==> src/rtl/multi_edge_sync_cnt.sv <==
// Multi-channel async level synchroniser with edge capture and pending-event counters.
// Optional per-channel deglitch filter enabled by defining EDGE_SYNC_DEGLITCH_EN.
module multi_edge_sync_cnt #(
  parameter int N_CH        = 4,
  parameter int SYNC_STAGES = 2,
  parameter int CNT_W       = 3,
  parameter int EDGE_MODE   = 0,
  parameter int GLITCH_CYC  = 3
) (
  input  logic                  clk,
  input  logic                  rst_n,
  input  logic [N_CH-1:0]       async_in,
  output logic [N_CH-1:0]       sync_level,
  output logic [N_CH-1:0]       out_valid,
  input  logic [N_CH-1:0]       out_ready,
  output logic [N_CH*CNT_W-1:0] out_count,
  output logic [N_CH-1:0]       overflow,
  input  logic [N_CH-1:0]       ovf_clr
);

  localparam logic [CNT_W-1:0] CMAX = '1;

  if (N_CH < 1 || SYNC_STAGES < 2 || GLITCH_CYC < 1 ||
      EDGE_MODE < 0 || EDGE_MODE > 2) begin : g_bad_cfg
    $error("multi_edge_sync_cnt: illegal parameter set");
  end

  logic [N_CH-1:0] stage_q [SYNC_STAGES];
  logic [N_CH-1:0] raw;

  always_ff @(posedge clk) begin
    if (!rst_n) begin
      for (int k = 0; k < SYNC_STAGES; k++)
        stage_q[k] <= '0;
    end else begin
      stage_q[0] <= async_in;
      for (int k = 1; k < SYNC_STAGES; k++)
        stage_q[k] <= stage_q[k-1];
    end
  end

  assign raw = stage_q[SYNC_STAGES-1];

`ifdef EDGE_SYNC_DEGLITCH_EN
  localparam int GW = $clog2(GLITCH_CYC + 1);
  localparam logic [GW-1:0] RUN_LAST = GW'(GLITCH_CYC - 1);

  logic [N_CH-1:0] filt_q;
  logic [GW-1:0]   run_q [N_CH];

  // Filtered level follows raw only after GLITCH_CYC consecutive differing cycles.
  always_ff @(posedge clk) begin
    if (!rst_n) begin
      filt_q <= '0;
      for (int i = 0; i < N_CH; i++)
        run_q[i] <= '0;
    end else begin
      for (int i = 0; i < N_CH; i++) begin
        if (raw[i] != filt_q[i]) begin
          if (run_q[i] == RUN_LAST) begin
            filt_q[i] <= raw[i];
            run_q[i]  <= '0;
          end else begin
            run_q[i] <= run_q[i] + 1'b1;
          end
        end else begin
          run_q[i] <= '0;
        end
      end
    end
  end

  assign sync_level = filt_q;
`else
  assign sync_level = raw;
`endif

  logic [N_CH-1:0] hist_q;
  logic [N_CH-1:0] rise;
  logic [N_CH-1:0] fall;
  logic [N_CH-1:0] evt;
  logic [N_CH-1:0] pop;

  always_ff @(posedge clk) begin
    if (!rst_n) hist_q <= '0;
    else        hist_q <= sync_level;
  end

  assign rise = sync_level & ~hist_q;
  assign fall = ~sync_level & hist_q;
  assign evt  = (EDGE_MODE == 0) ? rise :
                (EDGE_MODE == 1) ? fall : (rise | fall);

  logic [CNT_W-1:0] cnt_q [N_CH];
  logic [N_CH-1:0]  ovf_q;

  for (genvar i = 0; i < N_CH; i++) begin : g_ch
    assign out_valid[i]                  = |cnt_q[i];
    assign out_count[i*CNT_W +: CNT_W]   = cnt_q[i];
  end

  assign pop      = out_valid & out_ready;
  assign overflow = ovf_q;

  // Simultaneous event and pop cancel, so a full counter never overflows then.
  always_ff @(posedge clk) begin
    if (!rst_n) begin
      ovf_q <= '0;
      for (int i = 0; i < N_CH; i++)
        cnt_q[i] <= '0;
    end else begin
      for (int i = 0; i < N_CH; i++) begin
        case ({evt[i], pop[i]})
          2'b10: begin
            if (cnt_q[i] != CMAX)
              cnt_q[i] <= cnt_q[i] + 1'b1;
          end
          2'b01:   cnt_q[i] <= cnt_q[i] - 1'b1;
          default: cnt_q[i] <= cnt_q[i];
        endcase
        if (evt[i] && !pop[i] && cnt_q[i] == CMAX)
          ovf_q[i] <= 1'b1;
        else if (ovf_clr[i])
          ovf_q[i] <= 1'b0;
      end
    end
  end

endmodule
==> config.mk <==
export PLATFORM = sky130hd
export DESIGN_NAME = multi_edge_sync_cnt
export DESIGN_NICKNAME = d
export VERILOG_FILES = /design/src/rtl/multi_edge_sync_cnt.sv
export SDC_FILE = /design/constraint.sdc
export NUM_CORES = 1
export LEC_CHECK = 0
export CORE_UTILIZATION = 36
export CTS_CLUSTER_DIAMETER = 100
export DETAILED_ROUTE_END_ITERATION = 16
export GPL_ROUTABILITY_DRIVEN = 0
export GPL_TIMING_DRIVEN = 0
export PLACE_DENSITY = 0.57
export SLEW_MARGIN = 20
export SYNTH_ARGS = -nofsm -noshare
export SYNTH_HDL_FRONTEND = slang
export SYNTH_SLANG_ARGS = --single-unit
export TNS_END_PERCENT = 5
==> constraint.sdc <==
create_clock -name clk -period 2.6 [get_ports clk]
set_input_delay 0.52 -clock clk [delete_from_list [all_inputs] [get_ports clk]]
set_output_delay 0.52 -clock clk [all_outputs]
set_load 0.05 [all_outputs]
### Word-level counts from Yosys, hierarchy flattened

Memories as Yosys holds them, arrays and structs flattened.
Index checks and enable logic that the tools add are counted.
W data, S select, Z words.

* memory bits (writable): 20
* ROM bits: 0
* bits in registers: 8
* output and inout bits: 24
* logic and storage cells: 136
* memories kept: 2
* bits in latches: 0

* reductions and logical operators: 24
* shift operators: 0
* bitwise gates (word level): 17
* add/subtract/negate cells: 8
* $mul: 0
* equality and inequality tests: 16
* multiplexer cells: 64
* order comparisons: 0
* div/mod/pow operators: 0

Memory list
* cnt_q: depth 4, width 3, rd ports 4, clocked after memory_dff 0, wr ports 4, RTL line 94 `logic [CNT_W-1:0] cnt_q [N_CH];`
* stage_q: depth 2, width 4, rd ports 2, clocked after memory_dff 0, wr ports 2, RTL line 28 `logic [N_CH-1:0] stage_q [SYNC_STAGES];`

Operator list (count)
* $mux W1: 50
* $mux W3: 12
* $or A1 B1 Y1: 14
* $add A3 B1 Y3 const B: 4
* $eq A3 B3 Y1 const B: 4
* $ne A3 B3 Y1 const B: 4
* $reduce_or A3 Y1: 4
* $sub A3 B1 Y3 const B: 4
* $and A4 B4 Y4: 2
* $eq A2 B1 Y1 const B: 4
* $eq A2 B2 Y1 const B: 4
* $logic_and A1 B1 Y1: 8
* $mux W4: 2
* $reduce_bool A2 Y1: 4
* $reduce_or A2 Y1: 4
* $logic_not A1 Y1: 4
* $not A4 Y4: 1

### Longest topological paths before layout

Gate-level depths: netlist of the first run.

* word-level depth: 9
* mapped depth: 9

### Worst setup path before layout of the first run

Ideal clock, no wire load.

* kind: reg2reg
* from: mem cnt_q[3][0]
* to: mem cnt_q[3][0], enable pin
* data arrival time: 2248 ps
* cell stages (with the launch flop): 10
* slack: 7 ps
* period minus slack after synthesis: 2593 ps
* cells stage by stage: edfxtp_1 > inv_1 > ha_1 > nand2b_1 > and2_1 > inv_1 > ha_1 > nor2b_1 > nor2_1 > o21ai_0

RTL lines (RTL line)
* start, declared: 94

==> flow_summary.yaml, run 1 <==
power_and_ir_drop:
  irDropWorstVdd_v: 0.000280
  clkPwrFrac_pct: 22.4
  p_comb_share_pct: 36.9
  pwr-share-seq_pct: 40.7
  p_leak_nw: 0.799
  internal_power_mw: 0.882
  swShare_pct: 36.2
  p_switching_mw: 0.501
  powerDensity_nw_per_um2: 679
floorplan:
  fp-row-count: 23
  core_area_um2: 4060
  dieArea_um2: 4570
  ioPinCount: 38
  die_h_um: 67.6
  start_util_pct: 38.1
  die_width_um: 67.6
clock_network:
  root_buffer: "clkbuf_8"
  clockBufferDepth: 2
  tritoncts: "yes"
  clk_latency_ps: 280
  clk_pin_slew_worst_paths_ps: 100
  htree_num_levels: 1
  cts_sinks: 28
  post_cts_buffers: 0
  cts_hold_buf: 0
  numCtsBuffers: 3
  post_cts_resized: 0
finish:
  stdcell_area_um2: 2040
  layout.cells.non_filler: 240
  multi_input_area_um2: 761
  seqCellArea_um2: 681
  fill_cells: 373
  syn2layout_area_growth_pct: 31.6
  antenna_cells: 0
  fin_nets: 220
  drive_gt1_share_pct: 8.42
  fin_util_pct: 50.2
route:
  drc: 0
  wl_per_cell_um: 12.3
  drt_pass1_iterations: 4
  final_antenna_net_count: 0
  first_iter_violations: 48
  viasPerCell: 4.83
  drt-total-wl_mm: 2.96
  via_count: 1159
synthesis:
  avgSynthCellArea_um2: 10.3
  yosysTopAreaCell: "edfxtp_1"
  yosysSeqAreaShare_pct: 44.0
  yosys_warnings: 0
  synthesis.area_um2: 1550
  synth_top_area_share_pct: 23.3
  async_flop_share_pct: 0
  ys_seq_elements: 28
  synth-edff-count: 12
  synthTopCellsByArea: "edfxtp_1 (23%), dfxtp_1 (21%), ha_1 (9.7%), and2_1 (5.3%), nand2b_1 (4.0%)"
  ys.flop_type: "dfxtp_1"
  syn_inst: 150
  syn_nets: 179
  yosysUniqueCellTypes: 29
setup_path:
  cp.required_ps: 2080
  cp_cell_sequence: "inv_1 -> ha_1 -> nand2b_1 -> clkdlybuf4s50_1"
  critical_path.startpoint_type: "register"
  end_kind: "output pin"
  slowest_stage: "clkdlybuf4s50_1"
  critical_path.max_stage_delay_ps: 810
  crit_arrival_ps: 1920
  path_class: "reg -> out"
  critPathMaxFanout: 4
placed_design:
  placed_cells: 236
  port_buffers: 36
  place_area_um2: 1970
  post-dp-hpwl_mm: 2.28
flow_run:
  drv_cap: 0
global_route:
  grt_pass1_vias: 1109
  grt_pass1_wl_mm: 4.87
  grt_max_degree: 17
  overflow: 0
  antenna_found_initial: 0
  grtUsageTotal_pct: 14.5
timing:
  final_max_slew_viol_count: 0
  relSlewSlack_pct: 64.6
  rsz0062_at_grt: "false"
  max_freq_ghz: 0.410
  clock_skew_ps: 2.50
  post-route-period-util_pct: 93.9
  hold_violations: 0
  final-setup-viol-count: 0
  final.min_clock_period_ps: 2440
  tightest_slew_ps: 526
  tns_ps: 0
status:
  status: "complete, no violations"
hold_path:
  hp-class: "reg -> reg"
## layout make-up
type | count | share of cell area, %
timing repair buffer | 36 | 17.7
clock buffer | 4 | 3.26
multi-input combinational | 98 | 37.3
inverter | 16 | 2.95
buffer | 8 | 2.27
tap | 50 | 3.07
sequential | 28 | 33.4
## cell usage in the layout, fill, tap and decap left out, drive strengths merged, types with 4 or more instances in the layout
master,synthesis,final
and2,16,16
buf,5,5
nand2,6,6
clkbuf,3,7
nand2b,10,10
a21boi,6,6
nor3b,7,7
edfxtp,12,12
o21ai,4,4
nand4,5,5
dfxtp,16,16
ha,12,12
inv,16,16
nand3,5,5
clkdlybuf4s50,0,36
## cells in the mapped netlist (4+ instances only)
cell type	count
nand3_1	5
a21boi_0	6
edfxtp_1	12
nor3b_1	7
o21ai_0	4
ha_1	12
buf_4	4
dfxtp_1	16
nand4_1	5
inv_1	15
nand2b_1	10
nand2_1	6
and2_1	13
## state kept, by name, summed over array words and instances, names as in the netlist
name,count
overflow,4
stage_q,8
cnt_q,12
hist_q,4
## worst paths after layout
| path | from | to | slack [ps] | cells past startpoint |
|---|---|---|---|---|
| worst min register to register | stage_q[0][3] | stage_q[0][7] | 440 | 1 |
| worst max register to register | cnt_q[3][0] | cnt_q[3][1] | 300 | 9 |
| worst max-delay path | cnt_q[3][0] | out_valid[3] | 160 | 4 |
| worst min-delay path | stage_q[0][3] | stage_q[0][7] | 440 | 1 |
## logic make-up after synthesis
kind of cell	Yosys count	synth area share [%]
AND/OR/NAND/NOR	60	25.1
flip-flops	28	44.0
buffers and inverters	24	6.87
AO/OA/AOI/OAI	19	8.16
XOR/XNOR	4	2.26
adder cells (fa/ha/maj)	15	13.6
## power by group through the flow
stage	clock network (mW)	registers, mW	logic, mW
after floorplan	0	0.676	0.252
after global placement	0	0.571	0.503
after detailed placement	0	0.573	0.512
after CTS	0.317	0.563	0.514
after global routing	0.338	0.571	0.547
final	0.310	0.563	0.511
## metal layers
layer  routed length (µm)  share of wire, %  vias to the layer above  GRT usage [%]
met1                 1370                46                      534           18.3
li1                     -                 -                      587              -
met2                 1420                48                       33           23.6
met4                   45               1.5                        0           6.38
met3                  126               4.3                        5           2.70
met5                    0                 0                        -              0
## critical path, delay by kind of cell, from the launching register on
| kind | cells | cell delay (ps) |
|---|---|---|
| buf+inv | 2 | 900 |
| flops | 1 | 440 |
| fa+ha+maj | 1 | 200 |
| simple gates | 1 | 90 |
## per-stage QoR
step                      hold slack (ps)  total power, mW  worst slack (ps)
final                                 443             1.38               159
after global routing                  467             1.46              78.9
after CTS                             446             1.39               146
after detailed placement              424             1.08               106
after global placement                414             1.07               150
after floorplan                       412            0.928              7.49
Note: power is estimated with default switching activity, not from simulation.
==> run 2: changes to the inputs <==
Settings changed: CTS_BUF_LIST set to sky130_fd_sc_hd__clkbuf_16.
==> flow_summary.yaml, run 2 (synthesis results as in run 1) <==
status:
  status: "complete, no violations"
route:
  wl_per_cell_um: 12.3
  first_iter_violations: 47
  drt-total-wl_mm: 2.95
  drt_pass1_iterations: 4
  viasPerCell: 4.87
  final_antenna_net_count: 0
  drc: 0
  via_count: 1169
power_and_ir_drop:
  p_switching_mw: 0.511
  pwr-share-seq_pct: 37.7
  powerDensity_nw_per_um2: 721
  fin_total_pwr_mw: 1.49
  internal_power_mw: 0.983
  p_leak_nw: 0.814
  swShare_pct: 34.2
  p_comb_share_pct: 34.1
  clkPwrFrac_pct: 28.2
  irDropWorstVdd_v: 0.000309
setup_path:
  critPathMaxFanout: 4
  path_class: "reg -> out"
  crit_arrival_ps: 1900
  r2r-start: "cnt_q[3][0]"
  critical_path.startpoint_type: "register"
  cp.required_ps: 2080
  critPathLaunch: "cnt_q[3][0]"
  end_kind: "output pin"
placed_design:
  placed_cells: 236
  post-dp-hpwl_mm: 2.28
  place_ws_ps: 106
  port_buffers: 36
floorplan:
  die_width_um: 67.6
  core_area_um2: 4060
  start_util_pct: 38.1
  ioPinCount: 38
  die_h_um: 67.6
  fp-row-count: 23
  dieArea_um2: 4570
finish:
  fin_nets: 220
  top_register: "cnt_q"
  syn2layout_area_growth_pct: 33.8
  final_cell_mix: "clkdlybuf4s50_1 (36), dfxtp_1 (16), inv_1 (15)"
  largest_register_ffs: 12
  drive_gt1_share_pct: 8.42
  fin_util_pct: 51.0
  fill_cells: 368
  reg_top3: "cnt_q (12), stage_q (8)"
  antenna_cells: 0
  layout_commonest_cell: "clkdlybuf4s50_1"
  layout.cells.non_filler: 240
global_route:
  grtUsageTotal_pct: 14.6
  grt_pass1_wl_mm: 4.87
  overflow: 0
  grt_max_degree: 17
  grt_pass1_vias: 1110
  antenna_found_initial: 0
clock_network:
  clockBufferDepth: 2
  post_cts_buffers: 0
  root_buffer: "clkbuf_16"
  htree_num_levels: 1
  clk_latency_ps: 270
  post_cts_resized: 0
  cts_hold_buf: 0
  numCtsBuffers: 3
  clk_pin_slew_worst_paths_ps: 70
  cts_sinks: 28
  tritoncts: "yes"
flow_run:
  drv_cap: 0
hold_path:
  hp-class: "reg -> reg"
  min_from: "stage_q[0][3]"
timing:
  hold_violations: 0
  final.min_clock_period_ps: 2420
  max_freq_ghz: 0.413
  tightest_slew_ps: 506
  setup_slack_ps: 178
  rsz0062_at_grt: "false"
  final_max_slew_viol_count: 0
  tns_ps: 0
  final-setup-viol-count: 0
  relSlewSlack_pct: 66.1
  clock_skew_ps: 5.34
  post-route-period-util_pct: 93.2
[run 2: cell counts in the layout (fill, tap and decap cells not counted)]
Identical to the previous run, type by type.
[run 2: per-stage QoR]
step	instance area, µm²	hold WS, ps
after detailed placement	1970	424
after floorplan	1550	412
final	2070	435
after global placement	1970	414
after global routing	2070	457
after CTS	2070	442
[run 2: worst max-delay path: stages, from the launching register on]
cell             delay (ps)
edfxtp_1                440
inv_1                    90
ha_1                    200
nand2b_1                 90
clkdlybuf4s50_1         810
[run 2: per-layer routing]
| metal | vias up | routed length [µm] | GRT usage (%) |
|---|---|---|---|
| met4 | 0 | 54 | 7.45 |
| met1 | 547 | 1370 | 18.2 |
| li1 | 587 | - | - |
| met2 | 30 | 1390 | 23.5 |
| met3 | 5 | 139 | 3.04 |
| met5 | - | 0 | 0 |
[run 2: area by class of cell]
cell class	instances	area (µm²)	area share [%]
Tap cell	50	62.6	3.02
Buffer	8	46.3	2.24
Multi-Input combinational cell	98	761	36.7
Clock buffer	4	100	4.83
Inverter	16	60.1	2.90
Timing Repair Buffer	36	360	17.4
Sequential cell	28	681	32.9
[run 2: path summary, 6_finish.rpt]
kind / end / slack, ps / cells after the start
hold reg to reg: stage_q[0][7] / 440 / 1
setup reg to reg: cnt_q[3][2] / 300 / 9
setup / recovery: out_valid[3] / 180 / 4
hold / removal: stage_q[0][7] / 440 / 1
[run 2: power by group through the flow]
stage               sequential (mW)  combinational, mW  clock [mW]
finish                        0.563              0.510       0.421
CTS                           0.563              0.514       0.430
global route                  0.571              0.548       0.448
detailed placement            0.573              0.512           0
floorplan                     0.676              0.252           0
global placement              0.571              0.503           0
==> run 3: changes to the inputs <==
Settings changed: CORE_MARGIN set to 2, CORE_UTILIZATION 36 to 33, PLACE_DENSITY 0.57 to 0.53.
==> flow_summary.yaml, run 3 (synthesis results as in run 1) <==
setup_path:
  critPathLaunch: "cnt_q[1][2]"
  crit_arrival_ps: 1890
  r2r-start: "cnt_q[1][2]"
  path_class: "reg -> out"
  critPathMaxFanout: 5
  end_kind: "output pin"
  cp-endpoint: "out_valid[1]"
  rrSetupSlack_ps: 380
  cp.required_ps: 2080
  critical_path.startpoint_type: "register"
  reg2reg_depth: 8
  r2r_end: "cnt_q[1][2]"
placed_design:
  port_buffers: 36
  placed_cells: 238
  place_ws_ps: 80.4
  post-dp-hpwl_mm: 2.25
route:
  final_antenna_net_count: 0
  drc: 0
  viasPerCell: 4.74
  wl_per_cell_um: 12.2
  via_count: 1146
  drt-total-wl_mm: 2.94
  drt_pass1_iterations: 4
  first_iter_violations: 55
global_route:
  overflow: 0
  grt_max_degree: 17
  antenna_found_initial: 0
  grtUsageTotal_pct: 11.7
  grt_pass1_vias: 1097
  grt_pass1_wl_mm: 4.88
timing:
  clock_skew_ps: 4.59
  post-route-period-util_pct: 92.5
  final.min_clock_period_ps: 2410
  rsz0062_at_grt: "false"
  tightest_slew_ps: 516
  relSlewSlack_pct: 65.3
  holdWs_ps: 435
  max_freq_ghz: 0.416
  final_max_slew_viol_count: 0
  setup_slack_ps: 194
  final-setup-viol-count: 0
  tns_ps: 0
  hold_violations: 0
floorplan:
  core_area_um2: 4440
  start_util_pct: 34.8
  fp-row-count: 24
  dieArea_um2: 5250
  ioPinCount: 38
  die_width_um: 72.5
  die_h_um: 72.5
finish:
  syn2layout_area_growth_pct: 34.0
  fin_nets: 220
  top_register: "cnt_q"
  layout_commonest_cell: "clkdlybuf4s50_1"
  final_cell_mix: "clkdlybuf4s50_1 (36), dfxtp_1 (16), inv_1 (15)"
  antenna_cells: 0
  drive_gt1_share_pct: 8.42
  layout.cells.non_filler: 242
  reg_top3: "cnt_q (12), stage_q (8)"
  largest_register_ffs: 12
clock_network:
  root_buffer: "clkbuf_16"
  tritoncts: "yes"
  post_cts_buffers: 0
  numCtsBuffers: 3
  cts_sinks: 28
  post_cts_resized: 0
  cts_hold_buf: 0
  clk_pin_slew_worst_paths_ps: 70
  clk_latency_ps: 260
  htree_num_levels: 1
  clockBufferDepth: 2
hold_path:
  hp-class: "reg -> reg"
flow_run:
  drv_cap: 0
status:
  status: "complete, no violations"
power_and_ir_drop:
  p_leak_nw: 0.814
  irDropWorstVdd_v: 0.000316
  powerDensity_nw_per_um2: 719
==> run 3: cell counts in the layout (fill, tap and decap cells not counted) <==
Identical to the previous run, type by type.
==> run 3: power by group <==
| group | total (mW) | switching (mW) | leakage [nW] | internal, mW |
|---|---|---|---|---|
| combinational | 0.512 | 0.310 | 0.509 | 0.202 |
| sequential | 0.562 | 0.0487 | 0.256 | 0.513 |
| clock | 0.416 | 0.148 | 0.0493 | 0.268 |
| total | 1.49 | 0.507 | 0.814 | 0.983 |
==> run 3: layer usage <==
| metal | wire length [µm] | GRT usage [%] | up-vias |
|---|---|---|---|
| met4 | 23 | 2.47 | 0 |
| li1 | - | - | 585 |
| met1 | 1530 | 16.3 | 517 |
| met5 | 0 | 0 | - |
| met2 | 1230 | 18.3 | 39 |
| met3 | 166 | 3.06 | 5 |
==> run 3: layout make-up <==
class	count	area, µm²
Inverter	16	60.1
Buffer	8	46.3
Clock buffer	4	100
Multi-Input combinational cell	98	761
Timing Repair Buffer	36	360
Tap cell	52	65.1
Sequential cell	28	681
Fill cell	439	2370
==> run 3: critical path: stages (launching register included) <==
cell and delay (ps):
edfxtp_1 470, or3_4 430, clkdlybuf4s50_1 720
==> run 3: through the flow <==
stage	instance area (µm²)	power, mW	util [%]
floorplan	1550	0.928	-
global placement	1970	1.08	44.4
detailed placement	1970	1.08	44.4
CTS	2070	1.50	46.6
global route	2070	1.56	46.6
finish	2070	1.49	46.6
==> run 3: worst min path at each step <==
stage | depth (start not counted) | endpoint | slack [ps] | from
5_1_grt | 1 | stage_q[0][6] | 450 | stage_q[0][2]
3_3_place_gp | 1 | stage_q[0][7] | 420 | stage_q[0][3]
4_1_cts | 1 | stage_q[0][4] | 430 | stage_q[0][0]
6_report | 1 | stage_q[0][7] | 430 | stage_q[0][3]
3_5_place_dp | 1 | stage_q[0][7] | 420 | stage_q[0][3]
2_1_floorplan | 1 | stage_q[0][4] | 410 | stage_q[0][0]
